`config.mk`:
```
export PLATFORM = sky130hd
export DESIGN_NAME = seg_scan_driver
export DESIGN_NICKNAME = d
export VERILOG_FILES = /design/src/rtl/seg_scan_driver.sv
export SDC_FILE = /design/constraint.sdc
export NUM_CORES = 1
export LEC_CHECK = 0
export BUFFER_PORTS_ARGS = -buffer_cell sky130_fd_sc_hd__buf_2
export CORE_MARGIN = 10
export CORE_UTILIZATION = 45
export DETAILED_ROUTE_END_ITERATION = 7
export PLACE_DENSITY = 0.63
export SYNTH_ARGS = -nofsm -noshare
export SYNTH_HDL_FRONTEND = slang
export SYNTH_SLANG_ARGS = --single-unit
export TNS_END_PERCENT = 5
```
`constraint.sdc`:
```
create_clock -name clock -period 4.3 [get_ports clock]
set_clock_uncertainty 0.1 [all_clocks]
set_input_delay 0.645 -clock clock [delete_from_list [all_inputs] [get_ports clock]]
set_output_delay 0.645 -clock clock [all_outputs]
set_load 0.05 [all_outputs]
```
`src/rtl/seg_scan_driver.sv`:
```
// Multiplexed seven-segment scan driver running on the board clock with tick enables.
// Double-buffered display data swaps only at frame boundaries so a frame never tears.
module seg_scan_driver #(
  parameter int DIGITS      = 8,
  parameter int SCAN_DIV    = 131072,
  parameter int BLINK_SCANS = 64,
  parameter bit ACTIVE_LOW  = 1'b1
) (
  input  logic                  clock,
  input  logic                  reset,
  input  logic [4*DIGITS-1:0]   value,
  input  logic [DIGITS-1:0]     dp,
  input  logic [DIGITS-1:0]     digit_en,
  input  logic [DIGITS-1:0]     blink,
  input  logic                  lz_blank,
  input  logic                  load,
  output logic                  busy,
  output logic [DIGITS-1:0]     an,
  output logic [6:0]            seg,
  output logic                  dp_out,
  output logic                  frame_start
);

  localparam int PW    = $clog2(SCAN_DIV);
  localparam int IDX_W = (DIGITS > 1) ? $clog2(DIGITS) : 1;
  localparam int FW    = (BLINK_SCANS > 1) ? $clog2(BLINK_SCANS) : 1;

  localparam logic [PW-1:0]    PRESC_LAST = PW'(SCAN_DIV - 1);
  localparam logic [IDX_W-1:0] IDX_LAST   = IDX_W'(DIGITS - 1);
  localparam logic [FW-1:0]    FRAME_LAST = FW'(BLINK_SCANS - 1);

  function automatic logic [6:0] hex7(input logic [3:0] nib);
    logic [6:0] s;
    case (nib)
      4'h0: s = 7'h3F;
      4'h1: s = 7'h06;
      4'h2: s = 7'h5B;
      4'h3: s = 7'h4F;
      4'h4: s = 7'h66;
      4'h5: s = 7'h6D;
      4'h6: s = 7'h7D;
      4'h7: s = 7'h07;
      4'h8: s = 7'h7F;
      4'h9: s = 7'h6F;
      4'hA: s = 7'h77;
      4'hB: s = 7'h7C;
      4'hC: s = 7'h39;
      4'hD: s = 7'h5E;
      4'hE: s = 7'h79;
      default: s = 7'h71;
    endcase
    return s;
  endfunction

  logic [PW-1:0]       r_presc;
  logic [IDX_W-1:0]    r_idx;
  logic [FW-1:0]       r_frame;
  logic                r_phase;

  logic [4*DIGITS-1:0] r_pend_value, r_act_value;
  logic [DIGITS-1:0]   r_pend_dp, r_act_dp;
  logic [DIGITS-1:0]   r_pend_en, r_act_en;
  logic [DIGITS-1:0]   r_pend_blink, r_act_blink;
  logic                r_pend_lz, r_act_lz;
  logic                r_pend_flag;
  logic                r_frame_start;

  logic [DIGITS-1:0]   r_an;
  logic [6:0]          r_seg;
  logic                r_dp;

  logic                w_tick;
  logic                w_boundary;
  logic [DIGITS-1:0]   w_upper_zero;
  logic [3:0]          w_nib;
  logic                w_en, w_bl, w_dp, w_lz_hit;
  logic                w_blank;
  logic [DIGITS-1:0]   w_onehot;

  assign w_tick     = (r_presc == PRESC_LAST);
  assign w_boundary = w_tick && (r_idx == IDX_LAST);

  // Prescaler, scan index and blink timing
  always_ff @(posedge clock or negedge reset) begin
    if (!reset) begin
      r_presc <= '0;
      r_idx   <= '0;
      r_frame <= '0;
      r_phase <= 1'b0;
    end else begin
      r_presc <= w_tick ? '0 : r_presc + PW'(1);
      if (w_tick)
        r_idx <= (r_idx == IDX_LAST) ? '0 : r_idx + IDX_W'(1);
      if (w_boundary) begin
        if (r_frame == FRAME_LAST) begin
          r_frame <= '0;
          r_phase <= ~r_phase;
        end else begin
          r_frame <= r_frame + FW'(1);
        end
      end
    end
  end

  // Pending/active register sets; a load on a swap edge still lands in pending
  always_ff @(posedge clock or negedge reset) begin
    if (!reset) begin
      r_pend_value  <= '0;
      r_pend_dp     <= '0;
      r_pend_en     <= '0;
      r_pend_blink  <= '0;
      r_pend_lz     <= 1'b0;
      r_act_value   <= '0;
      r_act_dp      <= '0;
      r_act_en      <= '0;
      r_act_blink   <= '0;
      r_act_lz      <= 1'b0;
      r_pend_flag   <= 1'b0;
      r_frame_start <= 1'b0;
    end else begin
      if (w_boundary && r_pend_flag) begin
        r_act_value <= r_pend_value;
        r_act_dp    <= r_pend_dp;
        r_act_en    <= r_pend_en;
        r_act_blink <= r_pend_blink;
        r_act_lz    <= r_pend_lz;
      end
      if (load) begin
        r_pend_value <= value;
        r_pend_dp    <= dp;
        r_pend_en    <= digit_en;
        r_pend_blink <= blink;
        r_pend_lz    <= lz_blank;
        r_pend_flag  <= 1'b1;
      end else if (w_boundary) begin
        r_pend_flag  <= 1'b0;
      end
      r_frame_start <= w_boundary && r_pend_flag;
    end
  end

  // w_upper_zero[k]: nibbles k..DIGITS-1 of the active value are all zero
  always_comb begin
    logic acc;
    acc = 1'b1;
    w_upper_zero = '0;
    for (int k = DIGITS - 1; k >= 0; k--) begin
      acc = acc && (r_act_value[4*k +: 4] == 4'h0);
      w_upper_zero[k] = acc;
    end
  end

  always_comb begin
    w_nib    = 4'h0;
    w_en     = 1'b0;
    w_bl     = 1'b0;
    w_dp     = 1'b0;
    w_lz_hit = 1'b0;
    for (int k = 0; k < DIGITS; k++) begin
      if (r_idx == IDX_W'(k)) begin
        w_nib    = r_act_value[4*k +: 4];
        w_en     = r_act_en[k];
        w_bl     = r_act_blink[k];
        w_dp     = r_act_dp[k];
        w_lz_hit = r_act_lz && (k != 0) && w_upper_zero[k];
      end
    end
  end

  assign w_blank  = !w_en || (w_bl && r_phase) || w_lz_hit;
  assign w_onehot = DIGITS'(1) << r_idx;

  // Output pattern register, updated only on tick edges
  always_ff @(posedge clock or negedge reset) begin
    if (!reset) begin
      r_an  <= '0;
      r_seg <= '0;
      r_dp  <= 1'b0;
    end else if (w_tick) begin
      r_an  <= w_blank ? '0 : w_onehot;
      r_seg <= w_blank ? 7'h00 : hex7(w_nib);
      r_dp  <= !w_blank && w_dp;
    end
  end

  assign an          = ACTIVE_LOW ? ~r_an  : r_an;
  assign seg         = ACTIVE_LOW ? ~r_seg : r_seg;
  assign dp_out      = ACTIVE_LOW ? ~r_dp  : r_dp;
  assign busy        = r_pend_flag;
  assign frame_start = r_frame_start;

endmodule

```
==> flow_metrics.env <==
export IMPL_status="completed"
export IMPL_critPathArrivalTime_ns=3.82
export IMPL_io_pins=78
export IMPL_wl_per_cell_um=17.4
export IMPL_vias=4763
export IMPL_grt_pass1_wl_um=26200
export IMPL_start_util_pct=45.4
export IMPL_ys_async_sr_fraction_pct=100
export IMPL_regToRegEndpoint="r_seg[3]$_DFFE_PN0N_"
export IMPL_power_switching_w=0.000726
export IMPL_worstPathCellList="inv_2 -> ha_1 -> or2_2 -> a221oi_1 -> o22ai_1 -> a31oi_1 -> inv_1 -> ha_1 -> mux2i_1 -> nor2_1 -> o32ai_2"
export IMPL_slew_headroom_pct=35.1
export IMPL_yosysSeqAreaShare_pct=55.5
export IMPL_r2r_start="r_idx[2]$_DFFE_PN0N_"
export IMPL_cts_path_max_buffers=2
export IMPL_first_pass_iters=5
export IMPL_io_buffer_count=77
export IMPL_grt_max_degree=111
export IMPL_vias_per_cell=5.39
export IMPL_cp_startpoint="r_idx[2]$_DFFE_PN0N_"
export IMPL_pwr_density_cell_nw_per_um2=386
export IMPL_swShare_pct=22.6
export IMPL_cts_sinks=159
export IMPL_cp_endpoint="r_seg[3]$_DFFE_PN0N_"
export IMPL_max_freq_mhz=279
export IMPL_syn2layout_area_growth_pct=16.3
export IMPL_cts_made_buffers=17
export IMPL_ir_drop_mv=0.309
export IMPL_grt_usage_pct=15.0
export IMPL_synth_cell_types=61
export IMPL_cp_end_kind="flop"
export IMPL_rows=46
export IMPL_die_x_um=146
export IMPL_r2r_cells=11
export IMPL_drc=0
export IMPL_dr_first_iter_drc_count=311
export IMPL_worstHoldPathType="input pin to asynchronous set/reset pin"
export IMPL_fin_crit_ns=3.59
export IMPL_internal_power_w=0.00249
export IMPL_htree_levels=4
export IMPL_hold_viol_final=0
export IMPL_drive_gt1_share_pct=37.2
export IMPL_leakage_nw=3.89
export IMPL_final_util_pct=52.8
export IMPL_clk_latency_ns=0.42
export IMPL_grt_setup_unrepaired="false"
export IMPL_power_frac_clock_pct=47.0
export IMPL_antenna_found_initial=0
export IMPL_crit_path_start_kind="flop"
export IMPL_finalSetupViolations=0
export IMPL_cts_hold_buf=0
export IMPL_num_antenna_cells=0
export IMPL_die_area_um2=21400
export IMPL_pwr_share_seq_pct=49.2
export IMPL_fin_tns_setup_ns=0
export IMPL_synth_fp_nets=654
export IMPL_synth_seq_cells=159
export IMPL_worstPathMaxFanout=17
export IMPL_fin_crit_sh_pct=83.5
export IMPL_hpwlAfterDp_um=11000
export IMPL_cts_tree="yes"
export IMPL_synthCells=580
export IMPL_max_cap_violations=0
export IMPL_place_congestion=0.866
export IMPL_wl_um=15300
export IMPL_synth_edf_count=0
export IMPL_avgSynthCellArea_um2=12.4
export IMPL_maxSlewViolCount=0
export IMPL_antenna_left=0
export IMPL_ctsResizeCount=0
export IMPL_pwr_share_comb_pct=3.9
export IMPL_cp_slowest_cell="dfrtp_1"
export IMPL_syn_area_um2=7170
export IMPL_cp_data_required_time_ns=4.53
export IMPL_synth_ff_type="dfrtp_1"
export IMPL_worst_slew_pin_slew_ns=0.973
export IMPL_cpPeakStageDelay_ns=0.71
export IMPL_cp_common_cell="ha_1"
export IMPL_core_area_um2=15800
export IMPL_post_cts_buffers=0
export IMPL_cts_root_buf="clkbuf_16"
export IMPL_clk_pin_slew_ns=0.06
export IMPL_dieHeight_um=146
export IMPL_r2r_slack_ns=0.71
export IMPL_critical_path_class="flop to flop"
export IMPL_final_nets=728
export IMPL_synth_warnings=0
export IMPL_first_global_vias=4971
export IMPL_overflow=0
## critical path, delay by kind of cell (launching register included)
kind	cells	cell delay, ns
compound gates	4	1.01
fa+ha+maj	2	0.72
flops	1	0.71
simple gates	2	0.43
buf+inv	2	0.35
mux	1	0.16
## through the flow
stage | setup WS (ns) | hold slack, ns | cell area [um2] | std cells | total power (W)
6_report | 0.710 | 0.262 | 8330 | 883 | 0.00322
5_1_grt | 0.375 | 0.328 | 8330 | 883 | 0.00336
4_1_cts | 0.717 | 0.300 | 8330 | 883 | 0.00326
3_5_place_dp | 0.730 | 0.356 | 7730 | 851 | 0.00174
3_3_place_gp | 0.943 | 0.337 | 7730 | 851 | 0.00173
2_1_floorplan | 1.54 | 0.249 | 7170 | 580 | 0.00166
## layout by cell type, fill, tap and decap left out, types with 6 or more instances in the layout
master,instances
inv_1,31
a221oi_1,7
nand2_1,28
xor2_1,7
a21oi_1,23
o22ai_1,12
clkbuf_16,17
mux2_2,115
inv_6,6
buf_2,76
and3_1,7
buf_4,8
o21ai_0,13
dfrtp_1,159
xnor2_1,6
nand3_1,16
ha_1,14
nor2_1,26
## power by group through the flow
| stage | sequential (W) | combinational, W | clock, W |
|---|---|---|---|
| 3_5_place_dp | 0.00161 | 0.000129 | 0 |
| 5_1_grt | 0.00159 | 0.000142 | 0.00163 |
| 2_1_floorplan | 0.00159 | 0.0000648 | 0 |
| 6_report | 0.00158 | 0.000125 | 0.00151 |
| 3_3_place_gp | 0.00161 | 0.000125 | 0 |
| 4_1_cts | 0.00158 | 0.000131 | 0.00155 |
## Yosys cell counts, drive strengths merged, types with 4 or more instances
| library cell | number | area share [%] |
|---|---|---|
| or3 | 5 | 0.44 |
| or4 | 5 | 0.52 |
| nor2 | 28 | 1.6 |
| o21ai | 18 | 1.3 |
| buf | 25 | 2.0 |
| dfrtp | 159 | 56 |
| mux2 | 115 | 18 |
| o31ai | 4 | 0.42 |
| a21oi | 23 | 1.6 |
| xor2 | 7 | 0.86 |
| nand3 | 17 | 1.2 |
| o32ai | 4 | 0.70 |
| ha | 14 | 2.4 |
| a211oi | 4 | 0.42 |
| clkbuf | 5 | 0.26 |
| and3 | 7 | 0.61 |
| a221oi | 8 | 1.1 |
| xnor2 | 6 | 0.73 |
| inv | 32 | 1.7 |
| o22ai | 12 | 1.0 |
| mux2i | 5 | 0.70 |
| nand2 | 30 | 1.6 |
## kinds of logic (layout without fill, tap and decap cells)
family          count (synthesis)  count (layout)  synth area share [%]
compound gates                 97              97                  9.55
mux                           120             120                  18.8
flops                         159             159                  55.5
fa+ha+maj                      14              14                  2.44
buf+inv                        62             149                  3.91
xor+xnor                       13              13                  1.59
simple gates                  115             115                  8.21
## flip-flops by register name, indices dropped and copies added (netlist names), 3 cells and up
register	count
r_act_en	8
r_pend_en	8
r_act_value	32
r_act_dp	8
r_pend_value	32
r_seg	7
r_pend_blink	8
r_presc	17
r_an	8
r_idx	3
r_act_blink	8
r_pend_dp	8
r_frame	6
## metal layers
metal | GRT usage [%] | vias up | routed length [um]
met2 | 25.0 | 105 | 7670
met4 | 4.45 | 0 | 136
met3 | 4.42 | 10 | 657
met5 | 0 | - | 0
li1 | - | 2226 | -
met1 | 18.3 | 2422 | 6870
## worst min path at each step
stage / to / slack, ns / depth (start not counted)
final: r_pend_value[26]$_DFFE_PN0P_ / 0.26 / 1
after global routing: r_pend_value[26]$_DFFE_PN0P_ / 0.33 / 1
after CTS: r_pend_value[26]$_DFFE_PN0P_ / 0.30 / 1
after detailed placement: r_presc[0]$_DFF_PN0_ / 0.36 / 1
after global placement: r_presc[0]$_DFF_PN0_ / 0.34 / 1
after floorplan: busy$_DFFE_PN0P_ / 0.25 / 0
## area by class of cell
type	instances	area [um2]
flip-flops and latches	159	3980
multi-input cells	359	2910
inverters	32	120
well taps	216	270
clock inverters	15	173
fillers	1378	7440
repair buffers	85	452
clock buffers	17	425
(Power assumes the default switching activity.)
